==> src/rtl/rs_alu_sched.sv <==
// rs_alu_sched: ALU reservation-station scheduler.
// It allocates the lowest free RS line on issue. It keeps an age matrix so it can
// dispatch the oldest operand-ready line to the single ALU. It then runs the
// IDLE -> EXEC -> RESULT sequence through execute and CDB broadcast and frees the line.
//
// state  | meaning
// IDLE   | waiting for a ready line; picks the oldest and latches fu_sel
// EXEC   | ALU busy on fu_sel; fu_start pulses on the first cycle
// RESULT | result held; requesting the CDB until granted, then free the line
module rs_alu_sched #(
  parameter int           N        = 4,
  parameter int           IW       = $clog2(N),
  parameter logic [7:0]   TAG_BASE = 8'h10
) (
  input  logic          clk,
  input  logic          rst,
  input  logic          flush,
  input  logic          issue_req,
  output logic          issue_ack,
  output logic [N-1:0]  line_issue,
  output logic          rs_full,
  input  logic [N-1:0]  line_busy,
  input  logic [N-1:0]  line_ready,
  output logic [N-1:0]  line_taken,
  output logic          fu_start,
  output logic [IW-1:0] fu_sel,
  input  logic          fu_done,
  output logic          cdb_req,
  input  logic          cdb_grant,
  output logic [7:0]    cdb_tag
);

  typedef enum logic [1:0] {IDLE, EXEC, RESULT} state_t;

  state_t         state;
  logic           start_q;
  logic [IW-1:0]  issue_idx;
  logic [IW-1:0]  pick_idx;
  logic [N-1:0]   rdy;
  logic [N-1:0]   cand;
  // older[j][i] set means line j was issued before line i
  logic [N-1:0]   older [N];

  assign rs_full = &line_busy;
  assign issue_ack = issue_req & ~rs_full & ~flush;
  assign line_issue = issue_ack ? ({{(N-1){1'b0}}, 1'b1} << issue_idx) : '0;
  assign cdb_tag = TAG_BASE + {{(8-IW){1'b0}}, fu_sel};

  // The registered state alone decides these outputs; flush forces them off in its own cycle.
  assign fu_start = start_q & ~flush;
  assign cdb_req = (state == RESULT) & ~flush;
  assign line_taken = (cdb_req & cdb_grant) ? ({{(N-1){1'b0}}, 1'b1} << fu_sel) : '0;

  // Find the lowest-index free line for allocation.
  always_comb begin
    issue_idx = '0;
    for (int i = N - 1; i >= 0; i--) begin
      if (!line_busy[i]) issue_idx = IW'(i);
    end
  end

  // Pick the ready line that no other ready line is older than.
  always_comb begin
    rdy = line_ready & line_busy;
    cand = rdy;
    for (int i = 0; i < N; i++) begin
      for (int j = 0; j < N; j++) begin
        if (rdy[j] && older[j][i]) cand[i] = 1'b0;
      end
    end
    pick_idx = '0;
    for (int i = N - 1; i >= 0; i--) begin
      if (cand[i]) pick_idx = IW'(i);
    end
  end

  // Age matrix: a newly issued line is younger than every line busy in its issue cycle.
  always_ff @(posedge clk or posedge rst) begin
    if (rst) begin
      for (int i = 0; i < N; i++) older[i] <= '0;
    end else if (flush) begin
      for (int i = 0; i < N; i++) older[i] <= '0;
    end else if (issue_ack) begin
      older[issue_idx] <= '0;
      for (int j = 0; j < N; j++) begin
        if (j != int'(issue_idx)) older[j][issue_idx] <= line_busy[j];
      end
    end
  end

  // Dispatch FSM. fu_sel is only updated in IDLE, so it stays stable through EXEC and RESULT.
  always_ff @(posedge clk or posedge rst) begin
    if (rst) begin
      state   <= IDLE;
      fu_sel  <= '0;
      start_q <= 1'b0;
    end else if (flush) begin
      state   <= IDLE;
      start_q <= 1'b0;
    end else begin
      start_q <= 1'b0;
      case (state)
        IDLE: begin
          if (|rdy) begin
            fu_sel  <= pick_idx;
            start_q <= 1'b1;
            state   <= EXEC;
          end
        end
        EXEC: begin
          if (fu_done) state <= RESULT;
        end
        RESULT: begin
          if (cdb_grant) state <= IDLE;
        end
        default: state <= IDLE;
      endcase
    end
  end

endmodule

==> config.mk <==
export PLATFORM = sky130hd
export DESIGN_NAME = rs_alu_sched
export DESIGN_NICKNAME = d
export VERILOG_FILES = /design/src/rtl/rs_alu_sched.sv
export SDC_FILE = /design/constraint.sdc
export NUM_CORES = 1
export LEC_CHECK = 0
export CORE_UTILIZATION = 50
export CTS_CLUSTER_SIZE = 20
export DETAILED_ROUTE_END_ITERATION = 10
export PLACE_DENSITY = 0.84
export SYNTH_ARGS = -nofsm -noshare
export SYNTH_HDL_FRONTEND = slang
export SYNTH_SLANG_ARGS = --single-unit
==> constraint.sdc <==
create_clock -name clk -period 3.4 [get_ports clk]
set_clock_uncertainty 0.05 [all_clocks]
set_input_delay 0.34 -clock clk [delete_from_list [all_inputs] [get_ports clk]]
set_output_delay 0.34 -clock clk [all_outputs]
set_load 0.005 [all_outputs]
==> results.md <==
* Status: finished clean
* Critical Path RT at 3.01 ns
* Detail Route Antenna Nets at 0
* VDD IR max at 0.000306 V
* Die Span Y at 50.9 um
* Global route overflow at 0
* P_int at 379 uW
* Switch share at 28.4%
* Total Wirelength at 2.71 mm
* Largest net degree at the start of global routing at 22
* # port buffers at 29
* 1st-iter DRT viols at 12
* Clk sinks at 21
* Setup_tns at 0 ns
* Crit share post-route at 74.6%
* Detailed-route vias per instance at 5.68
* Worst-skew pair later-pin latency at 0.30 ns
* Final Setup Violations at 0
* # rows at 17
* Syn_area_per_cell at 8.91 um^2
* Cell variety after synth at 36
* DRT Pass-1 Iters at 4
* CP Max Fanout at 7
* Post-CTS Hold Buffers at 0
* Layout Cells excl Fill at 187
* Crit path arrival time at 2.15 ns
* Antenna diode count at 0
* Reg-to-Reg Start: state[0]
* Vias in the first global route at 972
* Proportion of power drawn by flip-flops and latches at 52.9%
* Worst-case reg-to-reg path depth at 4
* Post-CTS Setup Bufs at 0
* Crit path kind: in -> out
* I/O pin cnt at 36
* Total CTS buffers at 3
* Final nets at 174
* Synthesized area at 1190 um^2
* Residual DRC at 0
* Layout area overhead at 23.8%
* Worst-path clk slew at 0.11 ns
* Core area at 2230 um^2
* Hold Vio Cnt, Final at 0
* CP startpoint kind: input pin
* GPL Wtd Cong at 0.845
* Combinational power share at 24.2%
* Ys Warns at 0
* Switch Pwr at 151 uW
* Share of layout cells above drive strength 1 at 5.66%
* Slew Viols, Final at 0
* R2r endpoint: fu_sel[0]
* Leak pwr at 0.636 nW
* Min Tclk post-route at 2.54 ns
* Worst slew pin tran at 0.788 ns
* Initial core utilization at 53.4%
* Total GRT Usage at 23.5%
* First-pass GRT wire length at 4.43 mm
* R2R setup slack at 1.92 ns
* Full die area at 2590 um^2
* Clock root buffer: clkbuf_4
* Cell count after synthesis at 134
* Max cap viols at 0
* HPWL after detailed placement at 2.00 mm
* Max H-tree Level at 1
* CTS tree: built
* # resized after CTS at 0
* Clock power frac at 22.9%
* Avg WL per Cell at 14.5 um
* Clock Tree Buf Depth at 2
* Antenna violations before repair at 0
* Final Core Density at 66.2%
* PwrDens at 358 nW/um^2
* Die Wd at 50.9 um
* Hold WC Path Type: in -> async
* Critical path endpoint category: primary output
* F_max at 0.394 GHz
* Yosys reg bits at 21
* Cell Area, Placed at 1450 um^2
* Dpl cells at 183
* RSZ-0062 raised after global routing: no
* Seq/Total Area, Yosys at 44.0%
* Vias at 1,063
* Final Cell Area at 1480 um^2
* Slew HR at 47.4%
==> cells in the mapped netlist <==
cell type	instances	area share, %
nand3b_1	1	0.63
and2_1	3	1.6
or3b_2	1	0.73
or3_4	1	0.94
clkbuf_1	1	0.31
inv_1	6	1.9
nand2_1	10	3.1
a21oi_1	4	1.7
buf_6	1	0.94
or2_2	1	0.52
o22ai_2	1	1.0
a311oi_1	2	1.5
nor4b_1	1	0.73
mux2i_1	1	0.84
a31oi_1	2	1.0
nor3_1	12	5.0
dfrtp_1	21	44
a21o_1	1	0.63
a21bo_1	1	0.84
and3b_1	3	2.2
nor2_1	15	4.7
nor3b_1	2	1.3
a22oi_1	1	0.63
o21ai_0	3	1.3
nor2b_1	3	1.6
and3_1	1	0.52
conb_1	2	0.63
buf_2	3	1.3
a31oi_4	1	1.8
nand4_1	2	1.0
o21a_1	4	2.5
and4_1	2	1.5
a221o_1	1	0.84
nand2b_1	2	1.0
buf_4	8	5.0
nand3_1	10	4.2
==> metal layers <==
layer / wire length [um] / track usage, % / vias up
met5: 0 / 0 / -
met4: 49 / 8.33 / 0
met3: 173 / 3.57 / 8
met2: 1320 / 41.1 / 60
met1: 1170 / 29.3 / 493
li1: - / - / 502
==> worst max-delay path: stages <==
cell,delay [ns]
clkdlybuf4s50_1,0.56
nor3b_1,0.33
nand2_1,0.18
nor3_1,0.20
clkdlybuf4s50_1,0.54
==> worst max-delay path by stage <==
stage | end | depth (start not counted) | start
after detailed placement | line_taken[0] | 5 | flush
after CTS | line_taken[0] | 5 | flush
after global routing | line_taken[0] | 5 | flush
after floorplan | fu_sel[0] | 5 | flush
final | line_taken[0] | 5 | flush
after global placement | line_issue[3] | 4 | line_busy[2]
==> power by group through the flow <==
stage | sequential (mW) | combinational, mW | clock (mW)
2_1_floorplan | 0.282 | 0.0786 | 0
3_3_place_gp | 0.283 | 0.125 | 0
3_5_place_dp | 0.285 | 0.128 | 0
4_1_cts | 0.280 | 0.129 | 0.123
5_1_grt | 0.283 | 0.142 | 0.131
6_report | 0.280 | 0.128 | 0.121
==> cell type report <==
| type | count | area (um^2) |
|---|---|---|
| tap | 28 | 35.0 |
| clock buffer | 4 | 26.3 |
| multi-input combinational | 98 | 571 |
| inverter | 6 | 22.5 |
| sequential | 21 | 526 |
| timing repair buffer | 30 | 298 |
| fill | 198 | 756 |
==> layout by cell type (no fill, tap or decap) <==
cell type / n
clkbuf_1: 1
clkdlybuf4s50_1: 29
nor3_1: 12
inv_1: 6
a22oi_1: 1
nand3_1: 10
nor2b_1: 3
or3b_2: 1
a21bo_1: 1
and3b_1: 3
and3_1: 1
mux2i_1: 1
clkbuf_4: 3
a31oi_4: 1
o21a_1: 4
nand2_1: 10
a311oi_1: 2
nand4_1: 2
nor2_1: 15
or3_4: 1
o22ai_2: 1
a21o_1: 1
nand3b_1: 1
nor4b_1: 1
or2_2: 1
a31oi_1: 2
buf_4: 1
a21oi_1: 4
nand2b_1: 2
conb_1: 6
a221o_1: 1
o21ai_0: 3
nor3b_1: 2
and4_1: 2
dfrtp_1: 21
and2_1: 3
==> stage by stage <==
stage / setup WS [ns] / hold slack (ns) / power [mW]
after floorplan: 1.96 / 0.267 / 0.361
after global placement: 0.972 / 0.420 / 0.408
after detailed placement: 0.912 / 0.422 / 0.413
after CTS: 0.898 / 0.449 / 0.531
after global routing: 0.779 / 0.470 / 0.556
final: 0.864 / 0.423 / 0.530
==> sequential cells by signal (all words and copies together) (netlist names) <==
| register | cells |
|---|---|
| older | 16 |
| fu_sel | 2 |
| state | 2 |
| start_q | 1 |
==> kinds of logic after synthesis <==
family,count (synthesis),share of synthesized area [%]
AOI/OAI and AO/OA,21,13.7
buffers and inverters,19,9.43
DFF,21,44.0
muxes,1,0.839
other,2,0.629
and+or+nand+nor,70,31.3
Power figures use the tool's default switching activity.
